==> config.mk <==
export PLATFORM = sky130hd
export DESIGN_NAME = and_gate_rr_arbiter
export DESIGN_NICKNAME = d
export VERILOG_FILES = /design/src/rtl/and_gate_rr_arbiter_pkg.sv /design/src/rtl/and_gate_rr_arbiter_rr_pick.sv /design/src/rtl/and_gate_rr_arbiter.sv
export SDC_FILE = /design/constraint.sdc
export NUM_CORES = 1
export LEC_CHECK = 0
export CAP_MARGIN = 20
export CORE_MARGIN = 2
export CORE_UTILIZATION = 41
export CTS_CLUSTER_SIZE = 40
export DETAILED_ROUTE_END_ITERATION = 10
export MAX_ROUTING_LAYER = met4
export PLACE_DENSITY = 0.73
export SLEW_MARGIN = 10
export SYNTH_ARGS = -nofsm -noshare
export SYNTH_HDL_FRONTEND = slang
export SYNTH_SLANG_ARGS = --single-unit
==> constraint.sdc <==
create_clock -name clk -period 3.2 [get_ports clk]
set_input_delay 0.64 -clock clk [delete_from_list [all_inputs] [get_ports clk]]
set_output_delay 0.64 -clock clk [all_outputs]
set_load 0.1 [all_outputs]
==> src/rtl/and_gate_rr_arbiter_pkg.sv <==
`default_nettype none
// ============================================================================
// and_arb_pkg : shared defaults and round-robin winner search for the arbiter
// Rev 1.0
// ============================================================================
package and_arb_pkg;

  localparam int N_REQ_DEF = 4;
  localparam int CNT_W_DEF = 8;
  localparam int MAX_REQ   = 16;
  localparam int WIN_W     = 4;

  // Returns {found, index}; scans ptr, ptr+1, ... wrapping at n.
  function automatic logic [WIN_W:0] rr_winner(
    input logic [MAX_REQ-1:0] req,
    input logic [WIN_W-1:0]   ptr,
    input logic [WIN_W:0]     n
  );
    logic [WIN_W:0]   idx;
    logic             found;
    logic [WIN_W-1:0] win;
    found = 1'b0;
    win   = '0;
    for (int k = 0; k < MAX_REQ; k++) begin
      idx = {1'b0, ptr} + (WIN_W+1)'(k);
      if (idx >= n) idx = idx - n;
      if (!found && ((WIN_W+1)'(k) < n) && req[idx[WIN_W-1:0]]) begin
        found = 1'b1;
        win   = idx[WIN_W-1:0];
      end
    end
    return {found, win};
  endfunction

endpackage
`default_nettype wire

==> src/rtl/and_gate_rr_arbiter_rr_pick.sv <==
`default_nettype none
// ============================================================================
// rr_pick : combinational rotate-priority pick with one-hot grant encode
// Rev 1.0
// ============================================================================
module rr_pick
  import and_arb_pkg::*;
#(
  parameter int N_REQ = N_REQ_DEF,
  parameter int IDX_W = $clog2(N_REQ)
) (
  input  logic [N_REQ-1:0] req,
  input  logic [IDX_W-1:0] ptr,
  output logic [N_REQ-1:0] gnt,
  output logic [IDX_W-1:0] gnt_idx,
  output logic             gnt_vld
);

  logic [MAX_REQ-1:0] w_req_ext;
  logic [WIN_W-1:0]   w_ptr_ext;
  logic [WIN_W:0]     w_win;

  always_comb begin
    w_req_ext              = '0;
    w_req_ext[N_REQ-1:0]   = req;
    w_ptr_ext              = WIN_W'(ptr);
    w_win                  = rr_winner(w_req_ext, w_ptr_ext, (WIN_W+1)'(N_REQ));
    gnt_vld                = w_win[WIN_W];
    gnt_idx                = IDX_W'(w_win[WIN_W-1:0]);
    gnt                    = gnt_vld ? (N_REQ'(1) << gnt_idx) : '0;
  end

endmodule
`default_nettype wire

==> src/rtl/and_gate_rr_arbiter.sv <==
`default_nettype none
// ============================================================================
// and_gate_rr_arbiter : round-robin sharing of one external 2-input AND gate
// Rev 1.0
// ============================================================================
module and_gate_rr_arbiter
  import and_arb_pkg::*;
#(
  parameter int N_REQ = N_REQ_DEF,
  parameter int CNT_W = CNT_W_DEF
) (
  input  logic                       clk,
  input  logic                       rst,
  input  logic [N_REQ-1:0]           req,
  input  logic [N_REQ-1:0]           op_a,
  input  logic [N_REQ-1:0]           op_b,
  output logic [N_REQ-1:0]           gnt,
  output logic                       gate_a,
  output logic                       gate_b,
  input  logic                       gate_y,
  output logic                       rsp_valid,
  output logic [$clog2(N_REQ)-1:0]   rsp_id,
  output logic                       rsp_y,
  output logic [CNT_W-1:0]           gnt_cnt,
  output logic                       err
);

  localparam int IDX_W = $clog2(N_REQ);

  logic [IDX_W-1:0] r_ptr;
  logic [IDX_W-1:0] w_idx;
  logic             w_vld;
  logic             r_rsp_valid;
  logic [IDX_W-1:0] r_rsp_id;
  logic             r_rsp_y;
  logic [CNT_W-1:0] r_cnt;
  logic             r_err;

  rr_pick #(.N_REQ(N_REQ), .IDX_W(IDX_W)) u_pick (
    .req     (req),
    .ptr     (r_ptr),
    .gnt     (gnt),
    .gnt_idx (w_idx),
    .gnt_vld (w_vld)
  );

  // Gate inputs are forced low when idle so the shared gate sees a quiet bus.
  always_comb begin
    gate_a = w_vld & op_a[w_idx];
    gate_b = w_vld & op_b[w_idx];
  end

  always_ff @(posedge clk or posedge rst) begin
    if (rst) begin
      r_ptr       <= '0;
      r_rsp_valid <= 1'b0;
      r_rsp_id    <= '0;
      r_rsp_y     <= 1'b0;
      r_cnt       <= '0;
      r_err       <= 1'b0;
    end else begin
      r_rsp_valid <= w_vld;
      if (w_vld) begin
        r_ptr    <= (w_idx == IDX_W'(N_REQ-1)) ? '0 : w_idx + IDX_W'(1);
        r_rsp_id <= w_idx;
        r_rsp_y  <= gate_y;
        if (r_cnt != {CNT_W{1'b1}}) r_cnt <= r_cnt + CNT_W'(1);
        if (gate_y != (gate_a & gate_b)) r_err <= 1'b1;
      end
    end
  end

  assign rsp_valid = r_rsp_valid;
  assign rsp_id    = r_rsp_id;
  assign rsp_y     = r_rsp_y;
  assign gnt_cnt   = r_cnt;
  assign err       = r_err;

`ifndef SYNTHESIS
  logic r_gnt_d;

  always_ff @(posedge clk or posedge rst) begin
    if (rst) r_gnt_d <= 1'b0;
    else     r_gnt_d <= |gnt;
  end

  always_comb begin
    assert ($onehot0(gnt)) else $error("gnt is not one-hot-or-zero");
  end

  always @(posedge clk) begin
    if (!rst && rsp_valid) assert (r_gnt_d) else $error("rsp_valid without prior grant");
  end
`endif

endmodule
`default_nettype wire

# Word level (Yosys, flattened, before mapping)
# Index checks and enable logic that the tools add are counted.
# op_classes
add_sub_neg,9
order_cmp,9
eq_ne,3
shifts,1
n_mux,26
n_bitwise,3
reduce_logical,8
# op_table
cell,n
$lt A4 B5 Y1 const B,4
$mux W4,5
$bmux W1 S4,4
$ge A5 B3 Y1 const B,3
$sub A4 B3 Y4 const B,3
$mux W1,10
$mux W2,5
$add A8 B1 Y8 const B,1
$ne A8 B8 Y1 const B,1
$add A2 B2 Y3 const B,2
$bmux W1 S2,2
$reduce_and A2 Y1,2
$shl A1 B2 Y4 const A,1
$sub A2 B3 Y4 const B,1
$add A2 B1 Y3 const B,1
$and A1 B1 Y1,3
$ge A2 B3 Y1 const B,1
$logic_and A1 B1 Y1,3
$logic_not A1 Y1,3
$lt A2 B3 Y1 const B,1
$add A2 B1 Y2 const B,1
$eq A2 B2 Y1 const B,1
$ne A1 B1 Y1,1
# word_totals
reg_bits,15
inputBits,15
out_inout_bits,19
word_cells,65

# Depth between registers and ports, before layout
# Gate-level depths: netlist of run 1.
# logic_depth
depth_word,20
depth_mapped,13
ltp_nobuf,10

# By module
# From an unflattened synthesis of run 1, not the netlist that was laid out.
# hier_totals
cells_unflattened,100
hier_area_um2,1098.6
# by_module_without_submodules
mod,instances,cells_each,area_each_um2,seq_area_each_um2
and_gate_rr_arbiter,1,61,737.0,375.4
rr_pick,1,39,361.6,0.0

# Worst setup path before layout of run 1
# OpenSTA, ideal clock, no wires.
# synth_path
path_type,flip-flop to flip-flop
startpoint,reg r_ptr[0]
endpoint,reg r_err (netlist: err)
setup_ns,0.127
arrival_time_ns,4.299
t_required_ns,3.073
path_slack_ns,-1.226
path_stages_with_launch,14
n_path_buf,3
synth_period_minus_slack_ns,4.426
path_cell_list,dfrtp_1 buf_2 inv_1 ha_1 mux2_1 and3_1 buf_6 or3_1 a31o_1 buf_6 mux2i_1 a211oi_2 a21oi_1 a311o_1
# synth_between
elab_chain_cells,20
word_cells_on_any_way,46
cone_classes,7 x add/sub; 4 x order compare; 1 x eq/ne; 24 x mux; 3 x bitwise; 7 x reduce/logical
# synth_rtl
item,line,text
start: declaration,and_gate_rr_arbiter.sv:30,logic [IDX_W-1:0] r_ptr;
start signal: assignment,and_gate_rr_arbiter.sv:64,r_ptr <= (w_idx == IDX_W'(N_REQ-1)) ? '0 : w_idx + IDX_W'(1);
branches (longest 13 deep; another with $sub A4 B3 Y4),n/a,
$mux W2 (*),and_gate_rr_arbiter_pkg.sv:27,if (!found && ((WIN_W+1)'(k) < n) && req[idx[WIN_W-1:0]]) begin
named net u_pick.gnt_idx[1],and_gate_rr_arbiter_rr_pick.sv:15,"output logic [IDX_W-1:0] gnt_idx,"
$bmux W1 S2 (*),and_gate_rr_arbiter.sv:49,gate_a = w_vld & op_a[w_idx];
$mux W1 (not written as such) (*),and_gate_rr_arbiter.sv:49,
$and A1 B1 Y1 (*),and_gate_rr_arbiter.sv:49,
named net gate_a,and_gate_rr_arbiter.sv:18,"output logic gate_a,"
$and A1 B1 Y1 (*),and_gate_rr_arbiter.sv:68,if (gate_y != (gate_a & gate_b)) r_err <= 1'b1;
$ne A1 B1 Y1 (*),and_gate_rr_arbiter.sv:68,
$reduce_and A2 Y1 (no source line) (*),n/a,
end signal: assignment,and_gate_rr_arbiter.sv:60,r_err <= 1'b0;
end signal: assignment,and_gate_rr_arbiter.sv:68,
end: declaration,and_gate_rr_arbiter.sv:37,logic r_err;
# Mark *: on every way through the listed nets, which the timed path passes. The select of a mux whose other input is x is not followed.
# A chain may end at the register's enable or synchronous reset.

# Worst setup path after layout of run 1
# layout_path
startpoint,reg r_ptr[0]
endpoint,out gate_a
# layout_between
elab_chain_cells,17
word_cells_on_any_way,40
cone_classes,7 x add/sub; 4 x order compare; 22 x mux; 1 x bitwise; 6 x reduce/logical
# layout_rtl
item,line
branches (longest 16 deep; another with $sub A4 B3 Y4),n/a
$and A1 B1 Y1 (*),and_gate_rr_arbiter.sv:49
end: declaration,and_gate_rr_arbiter.sv:18
# Every way passes the cells marked *. The select of a mux whose other input is x is not followed.

==> results of run 1 <==
-- cells by family after synthesis --
kind of cell,share of synthesized area
mux,0.120
xor+xnor,0.0575
buf+inv,0.0681
simple gates,0.164
flops,0.352
fa+ha+maj,0.106
compound gates,0.133
-- what timing repair did --
| action | CTS | global route |
|---|---|---|
| buffers inserted | 3 | 0 |
| gates resized for setup | 10 | 7 |
| setup endpoints to repair | 6 | 7 |
| pin swaps | 4 | 3 |
-- through the flow --
stage                     hold WS [ps]  cells  instance area, sq um
after floorplan                    541    110                  1150
after global placement             474    191                  1670
after detailed placement           498    191                  1670
after CTS                          512    198                  1740
after global routing               533    198                  1770
final                              507    198                  1770
-- final cells by class --
| type | instances | area share |
|---|---|---|
| clock buffers | 3 | 0.0127 |
| clock inverters | 1 | 0.00282 |
| inverters | 11 | 0.0261 |
| multi-input cells | 80 | 0.415 |
| flip-flops and latches | 15 | 0.212 |
| well taps | 30 | 0.0212 |
| repair buffers | 58 | 0.311 |
-- per-layer routing --
| layer | global-route usage | up-vias | part of all wire |
|---|---|---|---|
| li1 | - | 498 | - |
| met1 | 0.274 | 503 | 0.42 |
| met2 | 0.401 | 37 | 0.52 |
| met3 | 0.0565 | 0 | 0.060 |
| met4 | 0.0122 | 0 | 0 |
| met5 | - | - | 0 |
-- worst min-delay path by stage --
| stage | startpoint | endpoint | slack (ps) | cells past startpoint |
|---|---|---|---|---|
| final | gnt_cnt[4] | gnt_cnt[4] | 510 | 1 |
| after global routing | gnt_cnt[4] | gnt_cnt[4] | 530 | 1 |
| after CTS | gnt_cnt[4] | gnt_cnt[4] | 510 | 1 |
| after detailed placement | gnt_cnt[7] | gnt_cnt[7] | 500 | 1 |
| after global placement | err | err | 470 | 1 |
| after floorplan | rst | err | 540 | 1 |
-- registers in the layout, summed over array words and instances, names as in the netlist --
name,count
gnt_cnt,8
r_ptr,2
rsp_id,2
err,1
rsp_valid,1
rsp_y,1
-- cells in the final DEF, fill, tap and decap left out, types with 2 or more instances in the layout --
| master | synthesis | final |
|---|---|---|
| dfrtp_1 | 15 | 15 |
| and2_4 | 0 | 5 |
| nor2_1 | 3 | 3 |
| mux2i_2 | 0 | 2 |
| a21oi_1 | 2 | 2 |
| xnor2_1 | 5 | 5 |
| clkbuf_4 | 0 | 3 |
| ha_1 | 9 | 7 |
| clkdlybuf4s50_1 | 0 | 10 |
| inv_4 | 0 | 2 |
| nor3_1 | 3 | 3 |
| inv_1 | 11 | 8 |
| nand4_1 | 2 | 2 |
| xor2_1 | 2 | 2 |
| a31oi_1 | 2 | 2 |
| buf_4 | 0 | 35 |
| dlygate4sd2_1 | 0 | 4 |
| nand3_1 | 2 | 2 |
| mux2i_1 | 6 | 3 |
| buf_12 | 0 | 6 |
| o21ai_0 | 6 | 6 |
| mux2_4 | 0 | 2 |
| buf_6 | 2 | 3 |
| nand2_1 | 8 | 8 |
| and3_4 | 0 | 2 |
| mux2_2 | 3 | 2 |
| or3_1 | 3 | 2 |
-- synthesized netlist by cell type (3+ instances only) --
cell     number
o21ai_0       6
mux2_2        3
nand2_1       8
xnor2_1       5
nor3_1        3
ha_1          9
nor2_1        3
dfrtp_1      15
mux2i_1       6
or3_1         3
and2_1        6
inv_1        11
==> flow_summary.ini, run 1 <==
[status]
status = complete, but fails checks
violations = negative setup slack

[cts]
cts_tree = yes
clock_sinks = 15
numCtsBuffers = 3
cts_buffer_depth = 2
cts.clk_slew.worst_paths_ps = 100
clk_latency_ps = 290
htree_num_levels = 1
cts-root-buf = clkbuf_4
ctsHoldBuffers = 0

[floorplanning]
placement_rows = 18
start_util = 0.430
die_x_um = 55.0
design.die.area_sq_um = 3020
io_pins = 34
dieHeight_um = 55.0
core-area_sq_um = 2480

[sta]
fmaxAchievable_mhz = 283
finalHoldViolCount = 0
setup_viol = 6
relSlewSlack = 0.656
rsz0062_at_grt = true
maxSlewViolCount = 0
tightest_slew_ps = 515
skew_ps = 11.6
fin_crit_sh = 1.10
setup_slack_ps = -333
fin_crit_ps = 3530
tns_ps = -1580

[synth]
syn_nets = 134
synth.distinct_cells = 37
ys.flop_type = dfrtp_1
avgSynthCellArea_sq_um = 9.69
yosys_warnings = 0
synth_edf_count = 0
synth.yosys.seq_area_share = 0.352
ys_top_cells_by_area = dfrtp_1 35%, ha_1 11%, mux2i_1 5.6%
synth_top_area_share = 0.352
syn-cell-area_sq_um = 1070
ys_seq_elements = 15
yosysTopAreaCell = dfrtp_1
async_reset_ff_frac = 1.00
syn_inst = 110

[worst_setup_path]
cp_top_family = compound AO/OA/AOI/OAI gates
worstSetupPathType = flip-flop to output port
critPathBufInv = 2
path_depth = 9
reg2reg_depth = 12
worstPathCellList = inv_4 > ha_4 > mux2_4 > and3_4 > or3_4 > a31o_4 > mux2i_4 > a211oi_4 > buf_12
reg2reg_slack_ps = 90
worstPathArrival_ps = 2890
critPathCapture = gate_a
critical_path.max_fanout = 7
cp-start-kind = flip-flop
crit_path_max_incr_delay_ps = 400
end_kind = output port
cp.required_ps = 2560
cp-startpoint = r_ptr[0]
r2r-end = err
slowest_stage = dfrtp_1
r2r-start = r_ptr[0]

[place]
dpl.hpwl_um = 2210
port_buffers = 33
gp_congestion = 0.832
dpl_worst_slack_ps = -438

[routing]
vias = 1038
drt_drc_violations_left = 0
post_drt_wl_per_cell_um = 14.1
avgViaCountPerCell = 5.24
routed_wl_um = 2800
dr.pass1.iters = 4
drtIter0Drc = 12
ant_nets = 0

[layout]
num_antenna_cells = 0
fin_util = 0.716
ff_latch_area_sq_um = 375
multi_input_area_sq_um = 736
fillers = 201
finalNetCount = 193
drive_above_1_share = 0.464
syn2layout_area_growth_pct = 66.4

[job]
cap_violations = 0

[min_path]
hold_path_class = flip-flop to flip-flop

[global_routing]
grtUsageTotal = 0.227
grt_first_pass_wirelength_um = 4730
first_global_vias = 1042
grt_start_max_net_pins = 16
overflow = 0
antenna_found_initial = 0
Power of run 1 is left out: the tool's default activity adds up to more than one toggle a clock period on the data nets, which glitch-free logic cannot reach.
==> inputs of run 2 (changes only) <==
--- a/config.mk
+++ b/config.mk
@@ -7,12 +7,13 @@
 export LEC_CHECK = 0
 export CAP_MARGIN = 20
 export CORE_MARGIN = 2
-export CORE_UTILIZATION = 41
+export CORE_UTILIZATION = 45
 export CTS_CLUSTER_SIZE = 40
 export DETAILED_ROUTE_END_ITERATION = 10
 export MAX_ROUTING_LAYER = met4
-export PLACE_DENSITY = 0.73
+export PLACE_DENSITY = 0.76
 export SLEW_MARGIN = 10
 export SYNTH_ARGS = -nofsm -noshare
 export SYNTH_HDL_FRONTEND = slang
 export SYNTH_SLANG_ARGS = --single-unit
+export TNS_END_PERCENT = 50
==> constraint.sdc (replaced) <==
create_clock -name clk -period 3.9 [get_ports clk]
set_input_delay 0.78 -clock clk [delete_from_list [all_inputs] [get_ports clk]]
set_output_delay 0.78 -clock clk [all_outputs]
set_load 0.1 [all_outputs]
==> flow_summary.ini, run 2 (synthesis gave the netlist of run 1 again) <==
[sta]
rsz0062_at_grt = false
tns_ps = 0
tightest_slew_ps = 978
fin_crit_ps = 3730
fin_crit_sh = 0.955
skew_ps = 1.82
fmaxAchievable_mhz = 268
setup_viol = 0
whs_ps = 496
finalHoldViolCount = 0
maxSlewViolCount = 0
relSlewSlack = 0.346

[worst_setup_path]
cp-startpoint = r_ptr[0]
worstPathArrival_ps = 2950
critical_path.max_fanout = 8
cp.required_ps = 3120
slowest_stage = or3_1
worstPathCellList = inv_1 > ha_4 > mux2_1 > and3_1 > or3_1 > a31o_4 > mux2i_2 > a211oi_4 > buf_12
worstSetupPathType = flip-flop to output port
r2r-start = r_ptr[0]
crit_path_max_incr_delay_ps = 390
cp-start-kind = flip-flop
end_kind = output port

[layout]
largest_reg_flops = 8
drive_above_1_share = 0.234
final_cell_mix = 23 x clkdlybuf4s50_1, 15 x dfrtp_1, 15 x buf_4
stdcell_area_sq_um = 1650
finalNetCount = 183
syn2layout_area_growth_pct = 55.2
final_common_cell = clkdlybuf4s50_1
fin_util = 0.741
num_antenna_cells = 0

[cts]
cts_tree = yes
numCtsBuffers = 3
ctsHoldBuffers = 0
cts_buffer_depth = 2
cts-root-buf = clkbuf_4
clock_sinks = 15
clk_latency_ps = 270
cts.clk_slew.worst_paths_ps = 80
htree_num_levels = 1

[global_routing]
first_global_vias = 953
antenna_found_initial = 0
overflow = 0
grtUsageTotal = 0.199
grt_first_pass_wirelength_um = 3990
grt_start_max_net_pins = 16

[routing]
avgViaCountPerCell = 5.20
post_drt_wl_per_cell_um = 13.1
routed_wl_um = 2440
drt_drc_violations_left = 0
ant_nets = 0
dr.pass1.iters = 4
vias = 968
drtIter0Drc = 22

[place]
postPlaceCellArea_sq_um = 1590
gp_congestion = 0.981
port_buffers = 33
dpl.hpwl_um = 1900

[floorplanning]
placement_rows = 17
die_x_um = 52.7
dieHeight_um = 52.7
start_util = 0.477
io_pins = 34
core-area_sq_um = 2230
design.die.area_sq_um = 2770

[min_path]
hold_path_class = flip-flop to flip-flop
hold_path.startpoint = err

[job]
cap_violations = 0

[status]
status = complete, no violations
-- run 2: cell types whose count changed in the layout (fill, tap and decap cells not counted), sizes merged --
cell / delta
buf: -23
clkbuf: +1
clkdlybuf4s50: +13
clkinv: -1
dlygate4sd2: -4
dlymetal6s2s: +4
-- run 2: layout make-up --
class | instances | area, sq um
clock buffer | 4 | 26.3
fill | 168 | 579
inverter | 11 | 43.8
multi-input combinational | 80 | 661
sequential | 15 | 375
tap | 28 | 35.0
timing repair buffer | 48 | 513
-- run 2: stage by stage --
stage,instances,setup WS (ps)
floorplan,110,-154
global placement,181,37.9
detailed placement,181,-31.3
CTS,185,19.6
global route,186,61.2
finish,186,174
-- run 2: per-layer routing --
metal | wire (um) | track usage | up-vias | part of all wire
met5 | 0 | - | - | 0
met2 | 1290 | 0.348 | 28 | 0.53
li1 | - | - | 478 | -
met1 | 1040 | 0.233 | 458 | 0.43
met3 | 89 | 0.0171 | 4 | 0.036
met4 | 25 | 0.0855 | 0 | 0.010
-- run 2: worst paths after layout --
kind	to	slack, ps	depth (start not counted)
max	gate_a	170	9
min	err	500	1
min in group asynchronous	r_ptr[1]	850	2
max reg2reg	err	710	12
min reg2reg	err	500	1
max in group asynchronous	gnt_cnt[7]	2700	2
-- run 2: critical path, delay by kind of cell, from the launching register on --
kind                     cells  cell delay, ps
flip-flops                   1             380
adder cells (fa/ha/maj)      1             250
buffers and inverters        2             370
multiplexers                 2             490
AO/OA/AOI/OAI                2             580
AND/OR/NAND/NOR              2             590
-- run 2: repair_timing --
action	in CTS	in global routing
hold endpoints to repair	0	0
buffers inserted	0	1
setup endpoints to repair	2	6
gates resized for setup	2	9
pin swaps	0	2
Power of run 2 is left out for the same reason.
